<file path="src/rtl/cnratr_pkg.sv">
// Shared types and helpers for the segmented transistor-bank ramp controller.
//   state_e     : controller states (idle, stepping, dwelling between steps)
//   code_width  : width of a strength code able to represent 0..n_seg
//   clamp_code  : saturates a requested code at n_seg
package cnratr_pkg;

  typedef enum logic [1:0] {
    StIdle,
    StStep,
    StDwell
  } state_e;

  localparam int unsigned DefNSeg = 16;

  function automatic int unsigned code_width(int unsigned n_seg);
    return $clog2(n_seg + 1);
  endfunction

  localparam int unsigned DefCodeW = code_width(DefNSeg);

  function automatic int unsigned clamp_code(int unsigned code, int unsigned n_seg);
    return (code > n_seg) ? n_seg : code;
  endfunction

endpackage

</file>
<file path="src/rtl/cnratr_therm_dec.sv">
// Binary-to-thermometer decoder for the unit-cell gate enables.
//   code     : applied strength code, 0..N_SEG
//   seg_en   : bit i high when code > i (NCH gates)
//   seg_en_b : bitwise inverse of seg_en (PCH gates)
// Purely combinational; driven from a registered code so the outputs only move
// when the code register does.
module cnratr_therm_dec
  import cnratr_pkg::*;
#(
  parameter int unsigned N_SEG  = DefNSeg,
  parameter int unsigned CODE_W = code_width(N_SEG)
) (
  input  logic [CODE_W-1:0] code,
  output logic [N_SEG-1:0]  seg_en,
  output logic [N_SEG-1:0]  seg_en_b
);

  always_comb begin
    seg_en = '0;
    for (int i = 0; i < int'(N_SEG); i++) begin
      seg_en[i] = (32'(code) > 32'(i));
    end
    seg_en_b = ~seg_en;
  end

endmodule

</file>
<file path="src/rtl/cnratr_seg_ramp.sv">
// Segmented transistor-bank strength controller.
// Accepts a target code over a valid/ready handshake and moves the applied code
// either in one step (direct) or one segment at a time with a programmable dwell
// (ramp), so the analog bank never sees a large instantaneous change.
//   clk, rst_n          : clock, asynchronous active-low reset
//   req_valid/req_ready : request handshake; ready only while idle
//   req_code            : target code, values above N_SEG saturate
//   req_ramp            : 1 = ramp one segment at a time, 0 = direct
//   dwell               : extra cycles between ramp steps
//   abort               : freeze a running request at the current code
//   cur_code            : applied code (registered)
//   seg_en, seg_en_b    : thermometer gate enables and their inverse
//   busy                : request in progress
//   done, aborted       : one-cycle completion / abort pulses
module cnratr_seg_ramp
  import cnratr_pkg::*;
#(
  parameter int unsigned N_SEG   = DefNSeg,
  parameter int unsigned CODE_W  = code_width(N_SEG),
  parameter int unsigned DWELL_W = 8
) (
  input  logic               clk,
  input  logic               rst_n,
  input  logic               req_valid,
  output logic               req_ready,
  input  logic [CODE_W-1:0]  req_code,
  input  logic               req_ramp,
  input  logic [DWELL_W-1:0] dwell,
  input  logic               abort,
  output logic [CODE_W-1:0]  cur_code,
  output logic [N_SEG-1:0]   seg_en,
  output logic [N_SEG-1:0]   seg_en_b,
  output logic               busy,
  output logic               done,
  output logic               aborted
);

  state_e              state_q;
  logic [CODE_W-1:0]   cur_code_q;
  logic [CODE_W-1:0]   tgt_q;
  logic                mode_q;
  logic [DWELL_W-1:0]  dwl_q;
  logic [DWELL_W-1:0]  dwell_cnt_q;
  logic                done_q;
  logic                aborted_q;

  logic [CODE_W-1:0]   req_tgt;
  logic [CODE_W-1:0]   step_code;

  always_comb begin
    req_tgt = CODE_W'(clamp_code(32'(req_code), N_SEG));
    // Only consumed while cur_code_q != tgt_q, so it never wraps.
    step_code = (tgt_q > cur_code_q) ? cur_code_q + CODE_W'(1) : cur_code_q - CODE_W'(1);
  end

  always_ff @(posedge clk or negedge rst_n) begin
    if (!rst_n) begin
      state_q     <= StIdle;
      cur_code_q  <= '0;
      tgt_q       <= '0;
      mode_q      <= 1'b0;
      dwl_q       <= '0;
      dwell_cnt_q <= '0;
      done_q      <= 1'b0;
      aborted_q   <= 1'b0;
    end else begin
      done_q    <= 1'b0;
      aborted_q <= 1'b0;
      unique case (state_q)
        StIdle: begin
          // abort is deliberately not looked at here.
          if (req_valid) begin
            tgt_q  <= req_tgt;
            mode_q <= req_ramp;
            dwl_q  <= dwell;
            if (req_tgt == cur_code_q) begin
              done_q <= 1'b1;
            end else begin
              state_q <= StStep;
            end
          end
        end
        StStep: begin
          if (abort) begin
            state_q   <= StIdle;
            aborted_q <= 1'b1;
          end else if (!mode_q) begin
            cur_code_q <= tgt_q;
            state_q    <= StIdle;
            done_q     <= 1'b1;
          end else begin
            cur_code_q <= step_code;
            if (step_code == tgt_q) begin
              state_q <= StIdle;
              done_q  <= 1'b1;
            end else if (dwl_q != '0) begin
              dwell_cnt_q <= dwl_q;
              state_q     <= StDwell;
            end
          end
        end
        StDwell: begin
          if (abort) begin
            state_q   <= StIdle;
            aborted_q <= 1'b1;
          end else if (dwell_cnt_q == DWELL_W'(1)) begin
            state_q <= StStep;
          end else begin
            dwell_cnt_q <= dwell_cnt_q - DWELL_W'(1);
          end
        end
        default: state_q <= StIdle;
      endcase
    end
  end

  always_comb begin
    cur_code  = cur_code_q;
    busy      = (state_q != StIdle);
    req_ready = (state_q == StIdle);
    done      = done_q;
    aborted   = aborted_q;
  end

  cnratr_therm_dec #(
    .N_SEG  (N_SEG),
    .CODE_W (CODE_W)
  ) u_therm_dec (
    .code     (cur_code_q),
    .seg_en   (seg_en),
    .seg_en_b (seg_en_b)
  );

endmodule

</file>
<file path="config.mk">
export PLATFORM = sky130hd
export DESIGN_NAME = cnratr_seg_ramp
export DESIGN_NICKNAME = d
export VERILOG_FILES = /design/src/rtl/cnratr_pkg.sv /design/src/rtl/cnratr_therm_dec.sv /design/src/rtl/cnratr_seg_ramp.sv
export SDC_FILE = /design/constraint.sdc
export NUM_CORES = 1
export LEC_CHECK = 0
export CAP_MARGIN = 20
export CORE_MARGIN = 3
export CORE_UTILIZATION = 25
export DETAILED_ROUTE_END_ITERATION = 8
export GPL_ROUTABILITY_DRIVEN = 1
export PLACE_DENSITY = 0.42
export SETUP_SLACK_MARGIN = 0.3
export SLEW_MARGIN = 20
export SYNTH_ARGS = -nofsm -noshare
export SYNTH_HDL_FRONTEND = slang
export SYNTH_SLANG_ARGS = --single-unit
export TNS_END_PERCENT = 1
</file>
<file path="constraint.sdc">
create_clock -name clk -period 7.65 [get_ports clk]
set_clock_uncertainty 0.15 [all_clocks]
set_input_delay 2.295 -clock clk [delete_from_list [all_inputs] [get_ports clk]]
set_output_delay 2.295 -clock clk [all_outputs]
set_load 0.02 [all_outputs]
</file>
==> results of run 1 <==
worst paths after layout:
check | startpoint | endpoint | slack, ns
hold / removal | dwell_cnt_q[6]$_DFFE_PN0P_ | dwell_cnt_q[6]$_DFFE_PN0P_ | 0.37
min in group asynchronous | rst_n | dwell_cnt_q[0]$_DFFE_PN0P_ | 2.27
setup reg to reg | cur_code[2]$_DFFE_PN0P_ | dwell_cnt_q[5]$_DFFE_PN0P_ | 3.74
hold reg to reg | dwell_cnt_q[6]$_DFFE_PN0P_ | dwell_cnt_q[6]$_DFFE_PN0P_ | 0.37
setup / recovery | cur_code[0]$_DFFE_PN0P_ | seg_en[15] | 2.68
max in group asynchronous | rst_n | cur_code[0]$_DFFE_PN0P_ | 4.77
area by class of cell:
type	count	area, µm²	area share, %
Clock buffer	7	96.3	2.88
Clock inverter	1	7.51	0.224
Inverter	31	116	3.48
Multi-Input combinational cell	239	1590	47.7
Sequential cell	31	776	23.2
Tap cell	133	166	4.98
Timing Repair Buffer	59	588	17.6
critical path, cell delays in order (launching register included):
cell and delay [ns]:
dfrtp_1 0.55, ha_1 0.37, and3_1 0.21, ha_1 0.17
or2_2 0.30, inv_1 0.05, clkdlybuf4s50_1 0.59
kinds of logic (layout without fill, tap and decap cells):
family | Yosys count | count (layout) | synth area share, %
AO/OA/AOI/OAI | 68 | 68 | 17.8
flip-flops | 31 | 31 | 30.4
XOR/XNOR | 10 | 10 | 3.43
buffers and inverters | 47 | 98 | 7.20
AND/OR/NAND/NOR | 125 | 125 | 24.6
multiplexers | 19 | 19 | 8.18
adder cells (fa/ha/maj) | 17 | 17 | 8.33
layer usage:
| metal | vias up | share of wire [%] | track usage (%) |
|---|---|---|---|
| met2 | 56 | 44 | 21.2 |
| met3 | 6 | 4.7 | 2.47 |
| met4 | 0 | 1.1 | 3.29 |
| met5 | - | 0 | 0 |
| li1 | 1204 | - | - |
| met1 | 1139 | 50 | 17.6 |
power by group:
group	leakage [nW]	internal [mW]	total [mW]	switching, mW
combinational	0.947	0.526	1.18	0.654
clock	0.0505	0.0819	0.152	0.0696
sequential	0.376	0.243	0.374	0.132
synthesized netlist by cell type, drive strengths merged, types with 6 or more instances:
cell type | n | area [µm²]
clkbuf | 10 | 37.5
nor2 | 35 | 131
nand2b | 7 | 43.8
ha | 17 | 213
nand2 | 30 | 113
nor3 | 13 | 65.1
inv | 31 | 116
mux2 | 15 | 169
o21ai | 19 | 95.1
a21oi | 13 | 65.1
a211oi | 7 | 65.1
dfrtp | 31 | 776
nand3 | 8 | 40.0
buf | 6 | 30.0
xnor2 | 6 | 52.6
registers in the layout, indices dropped and copies added, names as in the netlist:
register,cells
aborted,1
done,1
cur_code,5
state_q,2
dwl_q,8
tgt_q,5
dwell_cnt_q,8
mode_q,1
layout by cell type (no fill, tap or decap), drive strengths merged, types with 7 or more instances in the layout:
cell type,count
nand2b,7
nor2,35
mux2,15
a21oi,13
o21ai,19
ha,17
clkbuf,7
nand2,30
inv,31
a211oi,7
nor3,13
clkdlybuf4s50,58
nand3,8
dfrtp,31
metrics by stage:
stage	util, %	instance area [µm²]
finish	33.9	3340
floorplan	-	2550
detailed placement	32.9	3240
CTS	33.9	3340
global route	33.9	3340
global placement	32.9	3240
==> results.yml, run 1 <==
pwr:
  ir_drop_uv: 180
  power_mw: 1.71
  leakage_nw: 1.37
  power_density_nw_per_um2: 510
worst_setup_path:
  reg2regPathDepth: 10
  cp-start-kind: "flip-flop"
  worstPathArrival_ns: 2.53
  worstPathRequired_ns: 5.20
  end_kind: "output port"
  path_max_fanout: 14
  critPathKind: "reg -> out"
floorplan:
  start_util_pct: 25.9
  die_width_um: 107
  pin_count: 59
  core_um2: 9860
  die_height_um: 107
  num_rows: 36
  dieArea_um2: 11500
logic_synthesis:
  ys_async_sr_fraction_pct: 100
  syn-num-nets: 352
  ys.flop_type: "dfrtp_1"
  yosys.cell_types.count: 51
  ys_seq_elements: 31
  syn_inst: 317
  ys_seq_area_share_pct: 30.4
  yosysWarnings: 0
  avgSynthCellArea_um2: 8.06
  synth_area_um2: 2550
  synth_edf_count: 0
layout:
  n_antenna_cell: 0
  drive_above_1_share_pct: 7.88
  nNetsFinal: 402
  final_cells: 501
  area_delta_synth_final_pct: 31.0
  fillers: 1022
worst_hold_path:
  min_path_type: "reg -> reg"
  whs_path_depth: 2
routing:
  drt_wl_total_um: 7350
  antenna_left: 0
  wl_per_cell_um: 14.7
  via_per_inst: 4.80
  first_iter_violations: 120
  drt_pass1_iterations: 4
  drc_errors: 0
  vias: 2405
clock_tree:
  cts_tree: "yes"
  clkLatencyLatePin_ns: 0.29
  clock-sinks: 31
  post_cts_resized: 0
  postCtsSetupRepairBufs: 0
  cts_buffer_depth: 2
  cts.hold.buffers_added: 0
  cts.htree.levels: 2
  clock-root-buffer: "clkbuf_8"
  clkTransAtPathRegs_ns: 0.07
  cts_buffers: 5
timing:
  tightestPinTransition_ns: 0.679
  max_freq_mhz: 201
  setup_slack_ns: 2.68
  tns_ns: 0
  holdWs_ns: 0.375
  rsz0062_at_grt: "no"
  setup_viol: 0
  hold_viol_final: 0
  slew_headroom_pct: 54.1
  fin_crit_sh_pct: 65.0
  final-max-slew-violation-count: 0
  min_period_ns: 4.97
grt:
  grt_pass1_vias: 2343
  grt_pass1_wl_um: 12000
  overflow: 0
  grt_max_degree: 32
  antenna_found_initial: 0
  grt_usage_pct: 13.0
place:
  gp_congestion: 0.795
  dp_hpwl_um: 5560
  io_buffers: 58
  dp_cells: 493
  post-place-ws_ns: 2.99
job:
  drv_cap: 0
status:
  status: "finished clean"
Note: power is estimated with default switching activity, not from simulation.
==> run 2: changes to the inputs <==
==> constraint.sdc (replaced) <==
create_clock -name clk -period 5 [get_ports clk]
set_clock_uncertainty 0.15 [all_clocks]
set_input_delay 1.5 -clock clk [delete_from_list [all_inputs] [get_ports clk]]
set_output_delay 1.5 -clock clk [all_outputs]
set_load 0.02 [all_outputs]
==> results.yml, run 2 (same netlist as run 1, synthesis figures left out) <==
pwr:
  power_frac_seq_pct: 22.1
  power_mw: 2.58
  leakage_nw: 1.37
  internal_power_mw: 1.28
  ir_drop_uv: 275
  p_comb_share_pct: 70.3
  p_sw_share_pct: 50.5
  pwr-share-clk_pct: 7.6
  switching_power_mw: 1.30
  power_density_nw_per_um2: 775
layout:
  nNetsFinal: 403
  area_delta_synth_final_pct: 30.4
  drive_above_1_share_pct: 7.59
  n_antenna_cell: 0
  final_cells: 502
  final_cell_mix: "58 x clkdlybuf4s50_1, 35 x nor2_1, 31 x inv_1, 31 x dfrtp_1, 30 x nand2_1"
  reg_top3: "dwell_cnt_q: 8 flops, dwl_q: 8 flops"
  final_common_cell: "clkdlybuf4s50_1"
floorplan:
  die_width_um: 107
  num_rows: 36
  pin_count: 59
  dieArea_um2: 11500
  core_um2: 9860
  die_height_um: 107
  start_util_pct: 25.9
worst_setup_path:
  r2r_start: "cur_code[2]$_DFFE_PN0P_"
  setup.worst_path.start: "cur_code[0]$_DFFE_PN0P_"
  worstPathRequired_ns: 3.35
  end_kind: "output port"
  reg2regPathDepth: 10
  crit_end: "seg_en[15]"
  cp-start-kind: "flip-flop"
  path_max_fanout: 14
  worstPathArrival_ns: 2.56
  critPathKind: "reg -> out"
  reg2reg_slack_ns: 1.37
  reg2reg_to: "dwell_cnt_q[7]$_DFFE_PN0P_"
worst_hold_path:
  min_path_type: "reg -> reg"
  hold_path.startpoint: "tgt_q[0]$_DFFE_PN0P_"
  whs_path_depth: 2
timing:
  tightestPinTransition_ns: 0.683
  tns_ns: 0
  rsz0062_at_grt: "no"
  hold_viol_final: 0
  slew_headroom_pct: 54.4
  max_freq_mhz: 238
  min_period_ns: 4.21
  final-max-slew-violation-count: 0
  setup_viol: 0
  fin_crit_sh_pct: 84.1
status:
  status: "finished clean"
grt:
  antenna_found_initial: 0
  overflow: 0
  use_met3_pct: 2.89
  grt_use_met2_pct: 18.6
  grt_use_met1_pct: 18.3
  grt_max_degree: 32
  grt_pass1_vias: 2140
  grt_pass1_wl_um: 11600
  grt_usage_pct: 12.8
  grt-busiest-layer: "met2"
routing:
  first_iter_violations: 108
  drc_errors: 0
  via_per_inst: 4.77
  wl_per_cell_um: 14.5
  vias: 2394
  drt_pass1_iterations: 4
  drt_wl_total_um: 7260
  antenna_left: 0
clock_tree:
  postCtsSetupRepairBufs: 0
  clock-root-buffer: "clkbuf_8"
  clock-sinks: 31
  cts_buffer_depth: 2
  cts_buffers: 5
  cts.hold.buffers_added: 0
  cts.htree.levels: 2
  clkLatencyLatePin_ns: 0.29
  post_cts_resized: 0
  cts_tree: "yes"
  clkTransAtPathRegs_ns: 0.07
place:
  gp_congestion: 0.781
  io_buffers: 58
  dp_cells: 494
  dp_hpwl_um: 5500
job:
  drv_cap: 0
[run 2: cell count changes in the layout (fill, tap and decap cells not counted)]
cell / delta
buf_4: +1
clkbuf_8: -2
clkinvlp_4: -1
clkinv_2: +1
clkbuf_1: +2
[run 2: power by group through the flow]
stage	Sequential, mW	Clock [mW]	Combinational, mW
2_1_floorplan	0.492	0	1.25
3_3_place_gp	0.569	0	1.83
3_5_place_dp	0.572	0	1.82
4_1_cts	0.569	0.206	1.84
5_1_grt	0.596	0.215	1.99
6_report	0.569	0.196	1.82
[run 2: worst min path at each step]
stage,to,slack (ns)
floorplan,tgt_q[0]$_DFFE_PN0P_,0.32
global placement,tgt_q[0]$_DFFE_PN0P_,0.36
detailed placement,tgt_q[0]$_DFFE_PN0P_,0.35
CTS,tgt_q[0]$_DFFE_PN0P_,0.37
global route,dwl_q[4]$_DFFE_PN0P_,0.42
finish,tgt_q[0]$_DFFE_PN0P_,0.36
[run 2: per-stage QoR]
step           util [%]  hold slack (ns)  worst slack (ns)  area, µm²
2_1_floorplan         -            0.316              1.62       2550
6_report           33.8            0.360             0.793       3330
3_3_place_gp       32.9            0.357              1.17       3250
5_1_grt            33.8            0.424             0.669       3330
4_1_cts            33.8            0.366             0.783       3330
3_5_place_dp       32.9            0.349              1.10       3250
[run 2: cell type report]
class,instances,area [µm²]
multi-input combinational,239,1590
inverter,31,116
fill,1006,6540
tap,133,166
clock inverter,1,5.00
sequential,31,776
timing repair buffer,60,596
clock buffer,7,76.3
[run 2: per-layer routing]
layer	up-vias	part of all wire, %
met2	68	42
met3	9	4.8
li1	1205	-
met1	1112	51
met5	-	0
met4	0	2.2
[run 2: worst max-delay path, cell delays in order (launching register included)]
cell             delay [ns]
dfrtp_1                0.55
ha_1                   0.37
and3_1                 0.22
ha_1                   0.18
or2_2                  0.30
inv_1                  0.05
clkdlybuf4s50_1        0.59
==> run 3: changes to the inputs <==
--- a/config.mk
+++ b/config.mk
@@ -10,7 +10,7 @@
 export CORE_UTILIZATION = 25
 export DETAILED_ROUTE_END_ITERATION = 8
 export GPL_ROUTABILITY_DRIVEN = 1
-export PLACE_DENSITY = 0.42
+export PLACE_DENSITY = 0.43
 export SETUP_SLACK_MARGIN = 0.3
 export SLEW_MARGIN = 20
 export SYNTH_ARGS = -nofsm -noshare
==> constraint.sdc (replaced) <==
create_clock -name clk -period 3.7 [get_ports clk]
set_clock_uncertainty 0.15 [all_clocks]
set_input_delay 1.11 -clock clk [delete_from_list [all_inputs] [get_ports clk]]
set_output_delay 1.11 -clock clk [all_outputs]
set_load 0.02 [all_outputs]
==> results.yml, run 3 (same netlist as run 1, synthesis figures left out) <==
layout:
  reg_top3: "dwell_cnt_q: 8 flops, dwl_q: 8 flops"
  area_delta_synth_final_pct: 33.4
  seqCellArea_um2: 777
  nNetsFinal: 410
  final_cell_mix: "56 x clkdlybuf4s50_1, 35 x nor2_1, 31 x inv_1"
  fin_area_um2: 3410
  n_antenna_cell: 0
  drive_above_1_share_pct: 9.60
  multiInputGateArea_um2: 1590
  final_common_cell: "clkdlybuf4s50_1"
  fillers: 1017
  final_cells: 508
clock_tree:
  cts.htree.levels: 2
  post_cts_resized: 1
  postCtsSetupRepairBufs: 0
  clock-root-buffer: "clkbuf_8"
  cts_buffer_depth: 2
  clock-sinks: 31
  cts_buffers: 5
  cts_tree: "yes"
  clkTransAtPathRegs_ns: 0.06
  clkLatencyLatePin_ns: 0.29
  cts.hold.buffers_added: 0
floorplan:
  num_rows: 36
  start_util_pct: 25.9
  pin_count: 59
  core_um2: 9860
  die_width_um: 107
  die_height_um: 107
  dieArea_um2: 11500
worst_setup_path:
  worstPathArrival_ns: 2.23
  cpMostUsedCell: "ha_1"
  cp_cell_sequence: "ha_1, and3_1, ha_1, or2_2, clkdlybuf4s50_1"
  reg2regPathDepth: 10
  critPathKind: "reg -> out"
  crit_buf_inv: 1
  end_kind: "output port"
  cp-start-kind: "flip-flop"
  worstPathRequired_ns: 2.44
  cpPeakStageDelay_ns: 0.54
  critPathTopFamily: "buffers and inverters"
  reg2reg_to: "dwell_cnt_q[5]$_DFFE_PN0P_"
  reg2reg_slack_ns: 0.47
  path_max_fanout: 7
  slowest_stage: "clkdlybuf4s50_1"
  r2r_start: "cur_code[3]$_DFFE_PN0P_"
status:
  status: "finished clean"
routing:
  met2_length_um: 3120
  wl_per_cell_um: 14.3
  via_per_inst: 4.65
  drt_wl_total_um: 7240
  first_iter_violations: 141
  vias: 2364
  antenna_left: 0
  dr_wl_met3_um: 379
  highest_layer: "met4"
  drt_pass1_iterations: 4
  drt-met1-wl_um: 3600
  drc_errors: 0
pwr:
  power_density_nw_per_um2: 1060
  pwr-share-clk_pct: 9.0
  internal_power_mw: 1.83
  p_comb_share_pct: 71.6
  power_mw: 3.60
  power_frac_seq_pct: 19.4
  leakage_nw: 1.42
  ir_drop_uv: 384
  p_sw_share_pct: 49.1
  switching_power_mw: 1.77
place:
  postPlaceCellArea_um2: 3300
  gp_congestion: 0.815
  dp_hpwl_um: 5580
  io_buffers: 58
  dp_cells: 501
grt:
  grt_usage_pct: 13.1
  grt_max_degree: 32
  antenna_found_initial: 0
  grt_pass1_wl_um: 12000
  overflow: 0
  grt_pass1_vias: 2353
timing:
  rsz0062_at_grt: "yes"
  fin_crit_sh_pct: 94.4
  tightestPinTransition_ns: 0.720
  setup_viol: 0
  slew_headroom_pct: 51.9
  hold_viol_final: 0
  max_freq_mhz: 286
  min_period_ns: 3.49
  holdWs_ns: 0.394
  tns_ns: 0
  final-max-slew-violation-count: 0
worst_hold_path:
  min_path_type: "reg -> reg"
  whs_path_depth: 2
  hold_path.startpoint: "dwell_cnt_q[6]$_DFFE_PN0P_"
  whs_endpoint: "dwell_cnt_q[6]$_DFFE_PN0P_"
job:
  drv_cap: 0
run 3: cell types whose count changed in the layout (fill, tap and decap cells not counted), sizes merged:
| cell | before | now |
|---|---|---|
| bufinv | 0 | 1 |
| dlygate4sd2 | 0 | 1 |
| clkbuf | 7 | 6 |
| clkinv | 1 | 0 |
| clkdlybuf4s50 | 58 | 56 |
| buf | 2 | 9 |
| dlymetal6s2s | 0 | 1 |
run 3: worst min-delay path: stages, from the launching register on:
cell and delay, ns:
dfrtp_1 0.35, o21ai_0 0.08, o31ai_1 0.07
run 3: power by group through the flow:
stage	combinational (mW)	clock (mW)	sequential [mW]
finish	2.58	0.325	0.698
global placement	2.61	0	0.700
global route	2.85	0.348	0.722
detailed placement	2.60	0	0.700
CTS	2.61	0.334	0.698
floorplan	1.69	0	0.665
run 3: final cells by class:
type / instances / share of cell area (%)
multi-input combinational: 239 / 46.8
sequential: 31 / 22.8
timing repair buffer: 67 / 19.1
tap: 133 / 4.89
inverter: 31 / 3.42
clock buffer: 6 / 2.13
clock inverter: 1 / 0.882
run 3: metrics by stage:
step / setup WS (ns) / util, %
2_1_floorplan: 0.360 / -
6_report: 0.207 / 34.5
3_3_place_gp: 0.425 / 33.5
5_1_grt: 0.105 / 34.5
3_5_place_dp: 0.380 / 33.5
4_1_cts: 0.186 / 34.5
run 3: how the worst max path moves through the flow:
stage	from	to	slack, ns	cells past startpoint
after global placement	cur_code[1]$_DFFE_PN0P_	seg_en[15]	0.42	6
final	cur_code[1]$_DFFE_PN0P_	seg_en_b[15]	0.21	5
after detailed placement	cur_code[1]$_DFFE_PN0P_	seg_en[15]	0.38	6
after CTS	cur_code[1]$_DFFE_PN0P_	seg_en_b[15]	0.19	5
after floorplan	cur_code[3]$_DFFE_PN0P_	dwell_cnt_q[5]$_DFFE_PN0P_	0.36	12
after global routing	cur_code[0]$_DFFE_PN0P_	seg_en_b[8]	0.10	5
run 3: metal layers:
layer / track usage [%] / vias to the layer above
li1: - / 1212
met1: 18.4 / 1066
met2: 20.2 / 75
met3: 2.35 / 11
met4: 4.38 / 0
met5: 0 / -
